===== src/rtl/uart_arb_pkg.sv =====
// Shared types and helpers for the UART transmit arbiter.
// The TAG_* states exist only when UART_ARB_TAG_EN is defined.
package uart_arb_pkg;

  typedef enum logic [2:0] {
    IDLE,
    ISSUE,
    WAIT_ACK,
    WAIT_DONE
`ifdef UART_ARB_TAG_EN
    ,
    TAG_ISSUE,
    TAG_WAIT_ACK,
    TAG_WAIT_DONE
`endif
  } arb_state_t;

  // Marker bit placed in the MSB of a tag byte so it never aliases a data byte index.
  localparam logic TAG_MSB = 1'b1;

  function automatic int unsigned rr_next(input int unsigned idx, input int unsigned n);
    return (idx + 1 >= n) ? 0 : idx + 1;
  endfunction

endpackage


===== src/rtl/uart_tx_arbiter_rr_pick.sv =====
// Combinational round-robin search: first set bit at or after ptr, wrapping.
module rr_pick #(
  parameter  int unsigned N_REQ = 4,
  localparam int unsigned ID_W  = $clog2(N_REQ)
) (
  input  logic [N_REQ-1:0] valid,
  input  logic [ID_W-1:0]  ptr,
  output logic             any,
  output logic [ID_W-1:0]  sel
);

  logic [ID_W-1:0] idx;

  always_comb begin
    any = 1'b0;
    sel = '0;
    idx = '0;
    for (int unsigned i = 0; i < N_REQ; i++) begin
      idx = ID_W'((32'(ptr) + i) % N_REQ);
      if (!any && valid[idx]) begin
        any = 1'b1;
        sel = idx;
      end
    end
  end

endmodule


===== src/rtl/uart_tx_arbiter.sv =====
// Round-robin arbiter sharing one uart_tx serializer between N_REQ byte producers.
// Define UART_ARB_TAG_EN to prefix a requester tag byte whenever the owner changes.
module uart_tx_arbiter
  import uart_arb_pkg::*;
#(
  parameter  int unsigned N_REQ        = 4,
  parameter  int unsigned PAYLOAD_BITS = 8,
  localparam int unsigned ID_W         = $clog2(N_REQ)
) (
  input  logic                          clk,
  input  logic                          rst,
  input  logic [N_REQ-1:0]              req_valid,
  input  logic [N_REQ*PAYLOAD_BITS-1:0] req_data,
  output logic [N_REQ-1:0]              req_ready,
  output logic                          tx_en,
  output logic [PAYLOAD_BITS-1:0]       tx_data,
  input  logic                          tx_busy,
  output logic [ID_W-1:0]               grant_id,
  output logic                          active
);

  arb_state_t              state, state_next;
  logic [ID_W-1:0]         rr_ptr;
  logic [ID_W-1:0]         sel;
  logic                    any_valid;
  logic                    grant;
  logic                    tx_en_next;
  logic [PAYLOAD_BITS-1:0] sel_data;

  rr_pick #(.N_REQ(N_REQ)) u_rr_pick (
    .valid (req_valid),
    .ptr   (rr_ptr),
    .any   (any_valid),
    .sel   (sel)
  );

  assign grant    = (state == IDLE) && !tx_busy && any_valid;
  assign sel_data = req_data[sel*PAYLOAD_BITS +: PAYLOAD_BITS];

`ifdef UART_ARB_TAG_EN
  logic                    last_valid;
  logic [ID_W-1:0]         last_id;
  logic [PAYLOAD_BITS-1:0] hold_data;
  logic                    need_tag;
  logic [PAYLOAD_BITS-1:0] tag_byte;

  assign need_tag = !last_valid || (last_id != sel);
  assign tag_byte = {TAG_MSB, {(PAYLOAD_BITS-1-ID_W){1'b0}}, sel};
`endif

  always_ff @(posedge clk) begin
    if (rst) state <= IDLE;
    else     state <= state_next;
  end

  always_comb begin
    state_next = state;
    case (state)
`ifdef UART_ARB_TAG_EN
      IDLE:          if (grant) state_next = need_tag ? TAG_ISSUE : ISSUE;
      TAG_ISSUE:     state_next = TAG_WAIT_ACK;
      TAG_WAIT_ACK:  if (tx_busy) state_next = TAG_WAIT_DONE;
      TAG_WAIT_DONE: if (!tx_busy) state_next = ISSUE;
`else
      IDLE:          if (grant) state_next = ISSUE;
`endif
      ISSUE:         state_next = WAIT_ACK;
      WAIT_ACK:      if (tx_busy) state_next = WAIT_DONE;
      WAIT_DONE:     if (!tx_busy) state_next = IDLE;
      default:       state_next = IDLE;
    endcase
  end

  always_comb begin
    req_ready = '0;
    if (grant) req_ready = N_REQ'(1) << sel;
`ifdef UART_ARB_TAG_EN
    tx_en_next = (state_next == ISSUE) || (state_next == TAG_ISSUE);
`else
    tx_en_next = (state_next == ISSUE);
`endif
  end

  // tx_en/active are registered from state_next so they line up with the state they describe.
  always_ff @(posedge clk) begin
    if (rst) begin
      rr_ptr   <= '0;
      tx_en    <= 1'b0;
      tx_data  <= '0;
      grant_id <= '0;
      active   <= 1'b0;
`ifdef UART_ARB_TAG_EN
      last_valid <= 1'b0;
      last_id    <= '0;
      hold_data  <= '0;
`endif
    end else begin
      tx_en  <= tx_en_next;
      active <= (state_next != IDLE);
      if (grant) begin
        grant_id <= sel;
        rr_ptr   <= ID_W'(rr_next(32'(sel), N_REQ));
`ifdef UART_ARB_TAG_EN
        last_valid <= 1'b1;
        last_id    <= sel;
        hold_data  <= sel_data;
        tx_data    <= need_tag ? tag_byte : sel_data;
`else
        tx_data  <= sel_data;
`endif
      end
`ifdef UART_ARB_TAG_EN
      if ((state == TAG_WAIT_DONE) && !tx_busy) tx_data <= hold_data;
`endif
    end
  end

endmodule


===== config.mk =====
export PLATFORM = sky130hd
export DESIGN_NAME = uart_tx_arbiter
export DESIGN_NICKNAME = d
export VERILOG_FILES = /design/src/rtl/uart_arb_pkg.sv /design/src/rtl/uart_tx_arbiter_rr_pick.sv /design/src/rtl/uart_tx_arbiter.sv
export SDC_FILE = /design/constraint.sdc
export NUM_CORES = 1
export LEC_CHECK = 0
export ABC_AREA = 1
export BUFFER_PORTS_ARGS = -buffer_cell sky130_fd_sc_hd__clkbuf_2
export CAP_MARGIN = 5
export CELL_PAD_IN_SITES_DETAIL_PLACEMENT = 0
export CELL_PAD_IN_SITES_GLOBAL_PLACEMENT = 2
export CORE_MARGIN = 8
export CORE_UTILIZATION = 25
export CTS_CLUSTER_SIZE = 40
export DETAILED_ROUTE_END_ITERATION = 12
export PLACE_DENSITY_LB_ADDON = 0.2
export SKIP_CTS_REPAIR_TIMING = 1
export SYNTH_ARGS = -nofsm -noshare
export SYNTH_HDL_FRONTEND = slang
export SYNTH_SLANG_ARGS = --single-unit

===== constraint.sdc =====
create_clock -name clk -period 5.03 [get_ports clk]
set_input_delay 0.2515 -clock clk [delete_from_list [all_inputs] [get_ports clk]]
set_output_delay 0.2515 -clock clk [all_outputs]
set_load 0.02 [all_outputs]

# Word level (Yosys, flattened, before mapping)
# Index checks and enable logic that the tools add are counted.
dict set report classes {
  n_reduce_logical 11
  n_shift 2
  add_sub_neg 4
  mux 22
  eq_ne 4
  magnitude_cmp 5
}
# op n
set ops {}
lappend ops {{32-bit by 6-bit variable part select with 8-bit output} 1}
lappend ops {{2-bit by 3-bit less-than comparator with 1-bit output, second input constant} 4}
lappend ops {{3-bit one-hot mux with 4 select lines} 1}
lappend ops {{2-bit 2-to-1 mux} 5}
lappend ops {{3-bit 2-to-1 mux} 3}
lappend ops {{1-bit binary-select mux with 2-bit select} 4}
lappend ops {{1-bit 2-to-1 mux} 8}
lappend ops {{3-bit by 1-bit == test with 1-bit output, second input constant} 2}
lappend ops {{3-bit by 2-bit == test with 1-bit output, second input constant} 2}
lappend ops {{1-bit logical AND} 5}
lappend ops {{2-bit adder, second input constant} 2}
lappend ops {{1-bit zero test} 4}
lappend ops {{4-bit 2-to-1 mux} 1}
lappend ops {{1-bit by 2-bit << shifter with 4-bit output, first input constant} 1}
lappend ops {{2-bit by 1-bit adder with 3-bit output, second input constant} 1}
lappend ops {{3-bit greater-or-equal comparator, second input constant} 1}
lappend ops {{3-bit zero test} 1}
lappend ops {{3-bit nonzero test} 1}
lappend ops {{2-bit by 1-bit adder with 2-bit output, second input constant} 1}
dict set report word_totals {
  wordCells 54
  out_inout_bits 16
  inputBits 39
  register_bits 17
}

# Depth between registers and ports, before layout
dict set report logic_depth {
  word_depth 16
  ltp_mapped 18
  mapped_depth_nobuf 16
}

# Modules after synthesis
# A second synthesis with hierarchy kept.
dict set report unflattened {
  hier_cells 256
  area_unflattened_um2 1493.9
}
# module cells_per_inst area_each_um2 n_inst seq_area_each_um2
set modules_own_cells {}
lappend modules_own_cells {uart_tx_arbiter 197 1174.9 1 340.3}
lappend modules_own_cells {rr_pick 59 319.1 1 0.0}

# Worst setup path after synthesis
# OpenSTA, ideal clock, no wires.
dict set report synth_timing {
  path_type {reg2out}
  start {register with a tool-made name}
  end {output req_ready[2]}
  path_stages_with_launch 17
  setup_slack_ns 2.909
  t_arrival_ns 1.869
  required_ns 4.779
  n_path_buf 2
  cell_sequence {dfxtp_1 -> buf_6 -> inv_6 -> nand2_1 -> nand2_1 -> nand2_2 -> nand2_2 -> nand2_1 -> nand2_1 -> nand2_1 -> nand2_4 -> nand2_4 -> buf_6 -> inv_1 -> ha_1 -> inv_1 -> nor2_1}
}
# item line
set synth_rtl {}
lappend synth_rtl {{to (decl)} uart_tx_arbiter.sv:14} ;# output logic [N_REQ-1:0] req_ready,

==> reports/qor.yml <==
yosysUniqueCellTypes: 25
first_iter_violations: 48
core_sq_um: 5040
holdPathStages: 2
p_per_area_nw_per_um2: 310
worst_slew_pin_slew_ps: 576
timing.final.crit_share_pct: 56.0
synthMuxAreaShare_pct: 0
die_w_um: 87.6
hold_viol: 0
fin_crit_ps: 2820
drt_first_pass_iters: 4
slew_headroom_pct: 61.3
crit_type: "reg -> out"
clock_path_buffers: 2
path_max_fanout: 19
clock_skew_ps: 1.18
synth_seq_cells: 17
yosysWarnings: 0
rr_endpoint: "rr_ptr[1]"
leakage_nw: 0.971
grt_pass1_wl_um: 6490
initial_core_util_pct: 25.4
final_cell_mix: "nand2_1 (93), clkbuf_2 (54), nand3_1 (28)"
totalWireLength_um: 3930
synth_xor_area_share_pct: 0
worstPathRequired_ps: 4780
area_growth_pct: 27.8
syn_area_sq_um: 1280
arrival_ps: 2570
ios: 55
hp-class: "in -> reg"
die_y_um: 87.6
htreeDepth: 1
peakVddDrop_v: 0.0000914
fmax_mhz: 355
critPathLaunchType: "register"
die-area_sq_um: 7680
path_clk_slew_ps: 80
maxCapViolCount: 0
totalNegativeSetupSlack_ps: 0
hold_end: "tx_en"
grt_overflow: 0
rows: 26
placedCellCount: 329
yosysSeqAreaShare_pct: 26.5
yosys.area_share.simple_pct: 51.9
setup_viol: 0
track_usage_pct: 10.5
stdcell_count: 333
cts_tree: "built"
routabilityCongestion: 0.795
final_nets: 307
grt_antenna_before_repair: 0
rr_worst_depth: 12
num_vias: 1422
regToRegSetupSlack_ps: 2560
syn_area_per_cell_sq_um: 6.08
synth_top_family_by_area: "simple AND/OR/NAND/NOR gates"
cts_inserted_buffers: 3
grt_pass1_vias: 1410
ant_nets: 0
dp_hpwl_um: 3100
route.detailed.drc: 0
yosys.area_share.adder_pct: 3.90
synthCells: 211
routed_via_density: 4.27
clkLatencyLatePin_ps: 260
n_fill_cell: 589
cts_root_buf: "clkbuf_8"
design_area_sq_um: 1640
wire_per_inst_um: 11.8
endpoint_kind: "output pin"
port_buffers: 54
status: "complete, no violations"
layout-drive-gt1-share_pct: 29.7
clock_sinks: 17
synth_compound_area_share_pct: 5.66
final_common_cell: "nand2_1"
grt_start_max_net_pins: 20
n_antenna_cell: 0
postSynthNetCount: 254
rsz0062_at_grt: "false"
post_dp_cell_area_sq_um: 1590
drv_slew: 0
hp-start: "rst"
-- cell type report --
class | count | area [sq um] | share of cell area (%)
Multi-Input combinational cell | 162 | 792 | 48.3
Sequential cell | 17 | 340 | 20.8
Timing Repair Buffer | 54 | 270 | 16.5
Inverter | 26 | 103 | 6.26
Tap cell | 70 | 87.6 | 5.34
Clock buffer | 3 | 41.3 | 2.52
Clock inverter | 1 | 5.00 | 0.305
-- per-stage QoR --
| stage | total power, mW | utilization [%] | setup WS [ps] | hold WS (ps) |
|---|---|---|---|---|
| CTS | 0.520 | 32.5 | 2150 | 226 |
| finish | 0.509 | 32.5 | 2210 | 223 |
| floorplan | 0.351 | - | 2910 | 324 |
| detailed placement | 0.407 | 31.6 | 2450 | 506 |
| global route | 0.560 | 32.5 | 1990 | 229 |
| global placement | 0.409 | 31.6 | 2460 | 503 |
-- state kept, by name, indices dropped and copies added, names as in the netlist, named ones only --
register and count:
grant_id 2, state 3, tx_data 8, active 1, rr_ptr 1, tx_en 1
-- cells in the mapped netlist, drive strengths merged --
cell type | number | area (sq um)
or2 | 1 | 6.26
nand3 | 28 | 140
conb | 1 | 3.75
o211ai | 1 | 7.51
dfxtp | 17 | 340
nand2 | 101 | 414
buf | 6 | 47.5
a21oi | 3 | 15.0
nand4 | 2 | 27.5
nor2 | 13 | 72.6
nor3 | 1 | 5.00
o21ai | 6 | 41.3
inv | 26 | 103
ha | 4 | 50.1
a311oi | 1 | 8.76
-- kinds of logic (layout without fill, tap and decap cells) --
| group | count (synthesis) | in the layout |
|---|---|---|
| buffers and inverters | 32 | 84 |
| flip-flops | 17 | 17 |
| AO/OA/AOI/OAI | 11 | 11 |
| AND/OR/NAND/NOR | 146 | 146 |
| adder cells (fa/ha/maj) | 4 | 4 |
| other | 1 | 1 |
-- where the power goes --
part	switching (mW)	internal [mW]	total, mW	leakage [nW]
Clock	0.0545	0.0551	0.110	0.0255
Combinational	0.161	0.0804	0.241	0.806
Sequential	0.00961	0.148	0.158	0.139
-- per-layer routing --
metal / vias to the layer above / GRT usage [%] / wire length (um)
li1: 756 / - / -
met1: 628 / 12.4 / 1770
met2: 38 / 18.9 / 1920
met3: 0 / 1.78 / 236
met4: 0 / 3.28 / 0
met5: - / 0 / 0
-- critical path: stages, from the launching register on --
cell,delay [ps]
dfxtp_1,570
inv_6,80
nand2_1,70
nand2_1,80
nand2_2,100
nand2_2,110
nor2_8,140
nand4_4,260
nand2_4,300
inv_1,110
ha_1,210
inv_1,50
nor2_1,40
clkbuf_2,170
-- worst max-delay path by stage --
stage	to	slack, ps	cells after the start
after floorplan	req_ready[2]	2910	16
after global placement	req_ready[0]	2460	13
after detailed placement	req_ready[0]	2450	13
after CTS	req_ready[0]	2150	13
after global routing	req_ready[2]	1990	13
final	req_ready[0]	2210	13
Note: power is estimated with default switching activity, not from simulation.
